### src/rtl/dw_bsr_chain.sv
// Boundary-scan register chain: WIDTH capture/shift cells, each backed by an update latch stage.
// Optional build macro DW_BSR_SO_RETIME_EN adds a register on the serial output.
module dw_bsr_chain #(
  parameter int               WIDTH      = 8,
  parameter logic [WIDTH-1:0] SAFE_VALUE = '0
) (
  input  logic             clk,
  input  logic             rst,
  input  logic             capture_dr,
  input  logic             shift_dr,
  input  logic             update_dr,
  input  logic             mode,
  input  logic             si,
  input  logic [WIDTH-1:0] data_in,
  input  logic             err_clr,
  output logic [WIDTH-1:0] data_out,
  output logic             so,
  output logic             shift_len_err
);

  localparam int               CNT_W    = $clog2(WIDTH + 2);
  localparam logic [CNT_W-1:0] CNT_MAX  = '1;
  localparam logic [CNT_W-1:0] CNT_FULL = CNT_W'(WIDTH);

  typedef enum logic [1:0] {
    ST_IDLE     = 2'd0,
    ST_CAPTURED = 2'd1,
    ST_SHIFTING = 2'd2
  } state_e;

  logic [WIDTH-1:0] cap_q, cap_d;
  logic [WIDTH-1:0] upd_q, upd_d;
  state_e           state_q, state_d;
  logic [CNT_W-1:0] cnt_q, cnt_d;
  logic             err_q, err_d;

  // Counter holds at all-ones so an overlong shift can never wrap back onto WIDTH.
  function automatic logic [CNT_W-1:0] sat_inc(input logic [CNT_W-1:0] v);
    return (v == CNT_MAX) ? v : v + CNT_W'(1);
  endfunction

  always_comb begin
    cap_d = cap_q;
    if (capture_dr) begin
      cap_d = data_in;
    end else if (shift_dr) begin
      cap_d = {si, cap_q[WIDTH-1:1]};
    end
    upd_d = update_dr ? cap_q : upd_q;
  end

  // sh_state/sh_cnt describe the chain after this cycle's shift, which the length check must include.
  state_e           sh_state;
  logic [CNT_W-1:0] sh_cnt;
  logic             len_bad;

  always_comb begin
    sh_state = state_q;
    sh_cnt   = cnt_q;
    if (shift_dr && !capture_dr) begin
      case (state_q)
        ST_CAPTURED: begin
          sh_state = ST_SHIFTING;
          sh_cnt   = CNT_W'(1);
        end
        ST_SHIFTING: sh_cnt = sat_inc(cnt_q);
        default: ;
      endcase
    end

    len_bad = update_dr && (sh_state == ST_SHIFTING) && (sh_cnt != CNT_FULL);

    state_d = sh_state;
    cnt_d   = sh_cnt;
    if (update_dr) begin
      state_d = ST_IDLE;
      cnt_d   = '0;
    end
    if (capture_dr) begin
      state_d = ST_CAPTURED;
      cnt_d   = '0;
    end

    if (len_bad) begin
      err_d = 1'b1;
    end else if (err_clr) begin
      err_d = 1'b0;
    end else begin
      err_d = err_q;
    end
  end

  always_ff @(posedge clk) begin
    if (rst) begin
      cap_q   <= '0;
      upd_q   <= SAFE_VALUE;
      state_q <= ST_IDLE;
      cnt_q   <= '0;
      err_q   <= 1'b0;
    end else begin
      cap_q   <= cap_d;
      upd_q   <= upd_d;
      state_q <= state_d;
      cnt_q   <= cnt_d;
      err_q   <= err_d;
    end
  end

`ifdef DW_BSR_SO_RETIME_EN
  logic so_q, so_d;

  always_comb so_d = cap_q[0];

  always_ff @(posedge clk) begin
    if (rst) begin
      so_q <= 1'b0;
    end else begin
      so_q <= so_d;
    end
  end

  assign so = so_q;
`else
  assign so = cap_q[0];
`endif

  assign data_out      = mode ? upd_q : data_in;
  assign shift_len_err = err_q;

endmodule

### config.mk
export PLATFORM = sky130hd
export DESIGN_NAME = dw_bsr_chain
export DESIGN_NICKNAME = d
export VERILOG_FILES = /design/src/rtl/dw_bsr_chain.sv
export SDC_FILE = /design/constraint.sdc
export NUM_CORES = 1
export LEC_CHECK = 0
export ABC_AREA = 1
export CAP_MARGIN = 20
export CORE_MARGIN = 2
export CORE_UTILIZATION = 53
export CTS_CLUSTER_SIZE = 25
export DETAILED_ROUTE_END_ITERATION = 16
export HOLD_SLACK_MARGIN = 0.02
export PLACE_DENSITY = 0.84
export REMOVE_ABC_BUFFERS = 1
export SYNTH_ARGS = -nofsm -noshare
export SYNTH_HDL_FRONTEND = slang
export SYNTH_SLANG_ARGS = --single-unit
### constraint.sdc
create_clock -name clk -period 2.95 [get_ports clk]
set_input_delay 0.59 -clock clk [delete_from_list [all_inputs] [get_ports clk]]
set_output_delay 0.59 -clock clk [all_outputs]
set_load 0.03 [all_outputs]
==> metrics.md, run 1 <==
| Metric | Value |
|---|---|
| # hold bufs at CTS | 0 |
| Synth cell types | 20 |
| Commonest non-fill, non-tap cell in the layout | inv_1 |
| Peak VDD IR | about 0.32 mV |
| Critical path fanouts, max | 11 |
| Outcome | finished, final reports clean |
| Max Freq | 392 MHz |
| RSZ-0062 raised after global routing | false |
| Area Overhead vs Synth | 26.3% |
| Cell Pwr Density | 412 nW/um2 |
| CTS tree | done |
| Setup bufs post-CTS | 0 |
| Worst flop-to-flop path endpoint | shift_len_err |
| Initial core utilization | 0.549 |
| Core Footprint | 2150 um2 |
| Num ports | 26 |
| Switch share | 0.290 |
| CTS Sinks | 23 |
| CTS Buf Count | 3 |
| Post-synth EDFFs | 0 |
| Root Buffer | clkbuf_4 |
| DRT Pass-1 Iters | 4 |
| Via density | 5.23 |
| First-pass GRT wire length | about 4600 um |
| Drt wl/cell | 12.4 um |
| Avg Inst Size Synth | 7.23 um2 |
| Fin area | 1490 um2 |
| Relative slew margins | 0.704 |
| Total Routed Length | ~2700 um |
| Nets | roughly 210 |
| Ys async rst share | 0 |
| Critical Path AT | 1960 ps |
| Vias in the first global route | roughly 1.2k |
| Highest-delay cell along the critical path | clkdlybuf4s50_1 |
| Commonest non-fill, non-tap cells in the layout | inv_1 (29), nand2_1 (27), clkdlybuf4s50_1 (24) |
| R2r setup slk | 1350 ps |
| Number of synthesized register bits | 23 |
| Crit path buf inv count | 2 |
| Final slew viol count | 0 |
| Largest stage delay, worst path | ~620 ps |
| Final setup viols | 0 |
| Worst setup EP type | output port |
| Tmin final | 2550 ps |
| Htree depth | 1 |
| Gr ovfl total | 0 |
| Area post-placement | roughly 1500 um2 |
| Worst r2r src | state_q[1] |
| Main synth FF type | dfxtp_1 |
| Synth area leaders | dfxtp_1 (39%), inv_1 (9.2%), nand2_1 (8.6%) |
| Diodes inserted | 0 |
| IO Port Bufs | 25 |
| Row cnt | 17 |
| Worst min path class | flip-flop to flip-flop |
| WP data required | around 2400 ps |
| Fill cells | between 150 and 200 |
| Post-DRT Antenna Nets | 0 |
| Via count | 1141 |
| Worst-skew pair later-pin latency | 320 ps |
| Startpoint Class | primary input |
| Pin count of the biggest net entering global routing | 18 |
| NetSw | 178 uW |
| Die area | around 2600 um2 |
| Kind of critical path | primary input to output port |
| DRC Markers | 0 |
| Crit path depth | 3 |
| Synth warn | 0 |
| Ratio of cells with drive above 1 in the final layout | 0.0789 |
| Cells after synthesis | between 150 and 200 |
| Synth top area share | 0.391 |
| Top delay family on crit path | buffers and inverters |
| Die height | 51.2 um |
| CTS resizes | 0 |
| Reg2Reg Depth | 9 |
| Clock buffer depth | 2 |
| Netlist Area Pre-Place | 1180 um2 |
| CP Launch Point | mode |
| RD Place Congestion | around 0.8 |
| Lkg Pwr | 0.675 nW |
| Int Pwr | 436 uW |
| Top cell type by total area after synthesis | dfxtp_1 |
| Worst Tran Pin Value | 443 ps |
| CP endpoint | data_out[2] |
| Fin crit share | 0.865 |
| Post-synthesis sequential area ratio | 0.391 |
| Global-route total usage across every layer | 0.236 |
| Initial antenna violation count | 0 |
| Total Negative Setup Slacks | 0 ps |
| # Max-Cap Violations | 0 |
| Crit-path cells | dlymetal6s2s_1 -> mux2_2 -> clkdlybuf4s50_1 |
| Share of power burned in registers | 0.542 |
| FF+latch area | 460 um2 |
| Clock slew at reported path FFs | 130 ps |
| Chip Width | 51.2 um |
| Power share of the clock group | 0.248 |
| Area of the multi-input gates | 588 um2 |
| Iter 0 DRT Violations | 24 |
| Clock Skew | 2.02 ps |
| Final Hold Viols | 0 |
| Post-DP HPWL | 2080 um |
| Combinational share of power | 0.210 |
-- routing by layer --
layer  share of wire  up-vias  track usage
met5               0        -            0
met4           0.021        0        0.144
met3           0.052        6       0.0292
met2            0.51       39        0.450
met1            0.42      514        0.240
li1                -      582            -
-- cell families (layout without fill, tap and decap cells) --
| kind of cell | after synthesis | in the layout | share of synthesized area |
|---|---|---|---|
| multiplexers | 5 | 5 | 0.0478 |
| flip-flops | 23 | 23 | 0.391 |
| AO/OA/AOI/OAI | 40 | 40 | 0.192 |
| AND/OR/NAND/NOR | 56 | 56 | 0.206 |
| adder cells (fa/ha/maj) | 5 | 5 | 0.0531 |
| buffers and inverters | 34 | 61 | 0.110 |
-- flip-flops by register name (all words and copies together) (netlist names) --
| signal | cells |
|---|---|
| cap_q | 8 |
| upd_q | 8 |
| cnt_q | 4 |
| state_q | 2 |
| shift_len_err | 1 |
-- metrics by stage --
step / power [mW] / setup WS, ps / hold slack, ps / utilization / instances
after global placement: 0.463 / 113 / 462 / 0.680 / 214
final: 0.614 / 398 / 486 / 0.693 / 218
after global routing: 0.635 / 354 / 517 / 0.693 / 218
after floorplan: 0.407 / 1060 / 444 / - / 160
after CTS: 0.615 / 41.6 / 488 / 0.692 / 218
after detailed placement: 0.468 / 39.5 / 470 / 0.680 / 214
-- final cells by class --
class                      instances  share of cell area
inverter                          31              0.0798
tap                               28              0.0235
sequential                        23               0.309
timing repair buffer              26               0.175
clock buffer                       4              0.0176
multi-input combinational        106               0.395
-- worst min-delay path: cells and delay by family (launching register included) --
kind            cells  cell delay (ps)
simple gates        1               70
flops               1              330
compound gates      1               50
-- synthesized netlist by cell type (all sizes together) (3+ instances only) --
cell type  instances
a21oi             15
a22oi              3
clkbuf             3
dfxtp             23
ha                 5
inv               31
mux2               5
nand2             28
nand3             10
nor2              15
o21ai             19
o221ai             3
-- how the worst min path moves through the flow --
| stage | start | slack, ps | cells past startpoint | to |
|---|---|---|---|---|
| detailed placement | shift_len_err | 470 | 2 | shift_len_err |
| global route | cap_q[1] | 520 | 2 | upd_q[1] |
| floorplan | cap_q[1] | 440 | 2 | upd_q[1] |
| CTS | shift_len_err | 490 | 2 | shift_len_err |
| finish | shift_len_err | 490 | 2 | shift_len_err |
| global placement | shift_len_err | 460 | 2 | shift_len_err |
-- power groups by stage --
| stage | Clock [mW] | Combinational, mW | Sequential [mW] |
|---|---|---|---|
| after global routing | 0.159 | 0.140 | 0.335 |
| after floorplan | 0 | 0.0676 | 0.339 |
| after global placement | 0 | 0.124 | 0.339 |
| final | 0.152 | 0.129 | 0.333 |
| after detailed placement | 0 | 0.128 | 0.340 |
| after CTS | 0.154 | 0.129 | 0.333 |
Power figures use the tool's default switching activity.
==> run 2: changes to the inputs <==
--- a/config.mk
+++ b/config.mk
@@ -16,2 +16,3 @@
 export REMOVE_ABC_BUFFERS = 1
+export SKIP_CTS_REPAIR_TIMING = 1
 export SYNTH_ARGS = -nofsm -noshare
==> constraint.sdc (replaced) <==
create_clock -name clk -period 2.95 [get_ports clk]
set_input_delay 0.4425 -clock clk [delete_from_list [all_inputs] [get_ports clk]]
set_output_delay 0.4425 -clock clk [all_outputs]
set_load 0.03 [all_outputs]
==> metrics.md, run 2 (synthesis results as in run 1) <==
| Metric | Value |
|---|---|
| Relative slew margins | 0.662 (-0.0422) |
| Placed Cells incl. Taps | 213 (-0.47%) |
| Num ports | 26 (unchanged) |
| Critical Path AT | 2150 ps (+190 ps) |
| Via density | 5.27 (+0.64%) |
| Fin crit share | 0.880 (+0.0150) |
| Commonest non-fill, non-tap cell in the layout | inv_1 |
| Tot Pwr | 602 uW (-1.9%) |
| Htree depth | 1 (unchanged) |
| Final Hold Viols | 0 (unchanged) |
| Worst-skew pair later-pin latency | 310 ps (about the same) |
| Iter 0 DRT Violations | 31 (+29%) |
| Max Freq | 385 MHz (-1.7%) |
| # Max-Cap Violations | 0 (unchanged) |
| RD Place Congestion | 0.786 (about the same) |
| Commonest non-fill, non-tap cells in the layout | inv_1 (29), nand2_1 (27), clkdlybuf4s50_1 (25) |
| Chip Width | 51.2 um (unchanged) |
| Outcome | finished, final reports clean |
| DRT Pass-1 Iters | 4 (unchanged) |
| Worst Tran Pin Value | 505 ps (+62.1 ps) |
| Final slew viol count | 0 (unchanged) |
| CP most frequent cell | clkdlybuf4s50_1 |
| Initial antenna violation count | 0 (unchanged) |
| Nets | 211 (-0.47%) |
| PnR worst setup slack | 354 ps (-44.1 ps) |
| Kind of critical path | primary input to output port |
| Final setup viols | 0 (unchanged) |
| Cell Pwr Density | 407 nW/um2 (-1.3%) |
| Startpoint Class | primary input |
| Tmin final | 2600 ps (+44.2 ps) |
| Global-route total usage across every layer | 0.234 (-0.00205) |
| Place WS | 362 ps (+323 ps) |
| Highest-delay cell along the critical path | clkdlybuf4s50_1 |
| Row cnt | 17 (unchanged) |
| IO Port Bufs | 25 (unchanged) |
| First-pass GRT wire length | 4580 um (-0.61%) |
| Gr ovfl total | 0 (unchanged) |
| CTS tree | done |
| Utilization after layout | 0.689 (-0.00408) |
| Root Buffer | clkbuf_4 |
| Total Routed Length | 2600 um (-3.8%) |
| Clock slew at reported path FFs | 120 ps (about the same) |
| Area Overhead vs Synth | 25.6% |
| Peak VDD IR | 0.289 mV (-9.1%) |
| Total Negative Setup Slacks | 0 ps (unchanged) |
| Critical path fanouts, max | 11 (unchanged) |
| Biggest regs | cap_q (8), upd_q (8), cnt_q (4) |
| Top delay family on crit path | buffers and inverters |
| Clock buffer depth | 2 (unchanged) |
| Core Footprint | 2150 um2 (unchanged) |
| Worst min path class | flip-flop to flip-flop |
| Lkg Pwr | 0.664 nW (-1.7%) |
| Post-DP HPWL | 2080 um (about the same) |
| WP data required | 2510 ps (+150 ps) |
| Initial core utilization | 0.549 (unchanged) |
| RSZ-0062 raised after global routing | false |
| Vias in the first global route | 1073 (-8.6%) |
| Largest stage delay, worst path | 700 ps (+80 ps) |
| Pin count of the biggest net entering global routing | 18 (unchanged) |
| Via count | 1143 (+0.18%) |
| Clock Skew | 3.50 ps (+1.48 ps) |
| CTS Buf Count | 3 (unchanged) |
| Die height | 51.2 um (unchanged) |
| Worst setup EP type | output port |
| CTS Sinks | 23 (unchanged) |
| Crit path buf inv count | 2 (unchanged) |
| Final cell count without fillers | 217 (-0.46%) |
| Die area | 2620 um2 (unchanged) |
| Crit-path cells | clkdlybuf4s50_1 -> mux2_2 -> clkdlybuf4s50_1 |
| Diodes inserted | 0 (unchanged) |
| Post-DRT Antenna Nets | 0 (unchanged) |
| Drt wl/cell | 12.0 um (-3.4%) |
| DRC Markers | 0 (unchanged) |
| Ratio of cells with drive above 1 in the final layout | 0.0794 (+0.000418) |
-- run 2: cell types whose count changed in the layout (fill, tap and decap cells not counted), sizes merged --
cell,change
buf,-1
dlymetal6s2s,-1
clkdlybuf4s50,+1
clkinv,+1
clkbuf,-1
-- run 2: final cells by class --
| class | count | area (um2) |
|---|---|---|
| timing repair buffer | 25 | 250 |
| fill | 200 | 668 |
| clock inverter | 1 | 5.00 |
| inverter | 31 | 119 |
| clock buffer | 3 | 22.5 |
| sequential | 23 | 460 |
| multi-input combinational | 106 | 588 |
| tap | 28 | 35.0 |
-- run 2: layer usage --
| metal | global-route usage | share of wire | up-vias |
|---|---|---|---|
| li1 | - | - | 582 |
| met1 | 0.262 | 0.43 | 534 |
| met2 | 0.426 | 0.52 | 25 |
| met3 | 0.0585 | 0.045 | 2 |
| met4 | 0.0811 | 0.0065 | 0 |
| met5 | 0 | 0 | - |
-- run 2: worst paths after layout --
path	slack (ps)	end	depth (start not counted)	startpoint
min	480	shift_len_err	2	shift_len_err
max reg2reg	1340	shift_len_err	10	state_q[1]
min reg2reg	480	shift_len_err	2	shift_len_err
max	350	data_out[0]	3	mode
-- run 2: metrics by stage --
stage          instance area [um2]  hold WS (ps)
2_1_floorplan                 1170           444
3_3_place_gp                  1450           462
3_5_place_dp                  1450           470
4_1_cts                       1480           488
5_1_grt                       1480           520
6_report                      1480           482
-- run 2: where the power goes --
| group | internal [mW] | switching, mW |
|---|---|---|
| clock | 0.0506 | 0.0918 |
| combinational | 0.0566 | 0.0702 |
| sequential | 0.325 | 0.00757 |
| total | 0.433 | 0.170 |
-- run 2: worst reg2reg max path: stages (launching register included) --
cell and delay (ps):
dfxtp_1 400, inv_1 80, ha_1 320, nand3_4 100, nor2_1 150, nand3_1 130, nand2_1 80, a21oi_1 40
nand2_1 70, nand2_1 60, a21oi_2 110
==> run 3: changes to the inputs <==
- CORE_UTILIZATION: 53 -> 45
- PLACE_DENSITY: 0.84 -> 0.73
==> metrics.md, run 3 (synthesis results as in run 1) <==
| Metric | Value |
|---|---|
| Top Layer Used | met4 |
| IO Port Bufs | 25 (unchanged) |
| Clock buffer depth | 2 (unchanged) |
| Top delay family on crit path | buffers and inverters |
| Worst setup EP type | output port |
| Total Negative Setup Slacks | 0 ps (unchanged) |
| Worst min path class | flip-flop to flip-flop |
| Met1 WL | 1160 um (+4.9%) |
| Area of the multi-input gates | 588 um2 (unchanged) |
| Vias in the first global route | 993 (-7.5%) |
| Area post-placement | 1460 um2 (+0.17%) |
| Die height | 55.2 um (+7.9%) |
| Biggest regs | cap_q (8), upd_q (8), cnt_q (4) |
| DRT Pass-1 Iters | 4 (unchanged) |
| First-pass GRT wire length | 4110 um (-10%) |
| Final Hold Viols | 0 (unchanged) |
| Routed wl met3 | 111 um (-5.9%) |
| CTS Sinks | 23 (unchanged) |
| Peak VDD IR | 0.233 mV (-19%) |
| Largest stage delay, worst path | 700 ps (about the same) |
| CTS tree | done |
| Crit path buf inv count | 2 (unchanged) |
| Final slew viol count | 0 (unchanged) |
| RSZ-0062 raised after global routing | false |
| RD Place Congestion | 0.777 (-1.2%) |
| Fin area | 1480 um2 (about the same) |
| Critical path fanouts, max | 11 (unchanged) |
| Nets | 211 (unchanged) |
| Tmin final | 2560 ps (-33.3 ps) |
| Total Routed Length | 2600 um (-0.12%) |
| Htree depth | 1 (unchanged) |
| Post-DP HPWL | 2040 um (-1.9%) |
| Post-DRT Antenna Nets | 0 (unchanged) |
| Clock slew at reported path FFs | 120 ps (about the same) |
| Ratio of cells with drive above 1 in the final layout | 0.0741 (-0.00529) |
| Commonest non-fill, non-tap cells in the layout | inv_1 (29), nand2_1 (27), clkdlybuf4s50_1 (25) |
| Relative slew margins | 0.658 (-0.00435) |
| Via count | 1108 (-3.1%) |
| Startpoint Class | primary input |
| Met2 wire length | 1290 um (-4.6%) |
| Cell Pwr Density | 411 nW/um2 (+1.1%) |
| Commonest non-fill, non-tap cell in the layout | inv_1 |
| Fill cells | 232 (+16%) |
| Chip Width | 55.2 um (+7.9%) |
| Root Buffer | clkbuf_4 |
| Fin crit share | 0.869 (-0.0113) |
| Highest-delay cell along the critical path | clkdlybuf4s50_1 |
| # Max-Cap Violations | 0 (unchanged) |
| Tot Pwr | 609 uW (+1.2%) |
| Iter 0 DRT Violations | 16 (-48%) |
| Drt wl/cell | 11.8 um (-1.0%) |
| Via density | 5.06 (-3.9%) |
| Utilization after layout | 0.598 (-0.0910) |
| Crit-path cells | clkdlybuf4s50_1 -> mux2_2 -> clkdlybuf4s50_1 |
| Worst Tran Pin Value | 512 ps (+6.50 ps) |
| Place WS | 382 ps (+20.0 ps) |
| Pin count of the biggest net entering global routing | 18 (unchanged) |
| Outcome | finished, final reports clean |
| Num ports | 26 (unchanged) |
| Die area | 3040 um2 (+16%) |
| DRC Markers | 0 (unchanged) |
| Gr ovfl total | 0 (unchanged) |
| Final cell count without fillers | 219 (+0.92%) |
| Placed Cells incl. Taps | 215 (+0.94%) |
| Area Overhead vs Synth | 25.7% (about the same) |
| Initial core utilization | 0.476 (-0.0729) |
| FF+latch area | 460 um2 (unchanged) |
| Global-route total usage across every layer | 0.189 (-0.0450) |
| WP data required | 2510 ps (about the same) |
| Kind of critical path | primary input to output port |
| Worst-skew pair later-pin latency | 310 ps (about the same) |
| Critical Path AT | 2120 ps (-30 ps) |
| Final hold slack | 487 ps (+5.50 ps) |
| Max Freq | 390 MHz (+1.3%) |
| Lkg Pwr | 0.661 nW (-0.41%) |
| CTS Buf Count | 3 (unchanged) |
| Row cnt | 18 (+1) |
| Final setup viols | 0 (unchanged) |
| Diodes inserted | 0 (unchanged) |
| Core Footprint | 2480 um2 (+15%) |
| Initial antenna violation count | 0 (unchanged) |
| CP most frequent cell | clkdlybuf4s50_1 |
| Clock Skew | 4.28 ps (+0.777 ps) |
| PnR worst setup slack | 387 ps (+33.3 ps) |
run 3: changes by cell type in the layout (fill, tap and decap cells not counted), sizes merged:
cell | previous run | this run
clkbuf | 3 | 4
clkinv | 1 | 0
run 3: worst paths after layout:
path         startpoint            end  slack [ps]  cells past startpoint
max reg2reg  state_q[0]  shift_len_err        1360                     10
min reg2reg    cap_q[0]       upd_q[0]         490                      2
max                mode    data_out[0]         390                      3
min            cap_q[0]       upd_q[0]         490                      2
run 3: area by class of cell:
type	count	area share
multi-input combinational	106	0.397
sequential	23	0.311
timing repair buffer	25	0.169
inverter	31	0.0802
tap	30	0.0253
clock buffer	4	0.0177
run 3: where the power goes:
part / switching, mW / leakage (nW) / internal [mW]
combinational: 0.0700 / 0.458 / 0.0566
clock: 0.0972 / 0.0150 / 0.0529
sequential: 0.00740 / 0.189 / 0.325
total: 0.175 / 0.661 / 0.435
run 3: layer usage:
metal | GRT usage | vias up
met4 | 0.0732 | 0
met5 | 0 | -
met2 | 0.333 | 29
li1 | - | 580
met3 | 0.0296 | 5
met1 | 0.229 | 494
run 3: worst register-to-register path, stage by stage (launching register included):
cell     delay [ps]
dfxtp_1         390
inv_1            90
ha_1            330
nand3_4         110
inv_2            60
a21oi_1         180
nor2_1           70
nor2_1           80
nand2_1          60
nand2_1          80
a21oi_2          50
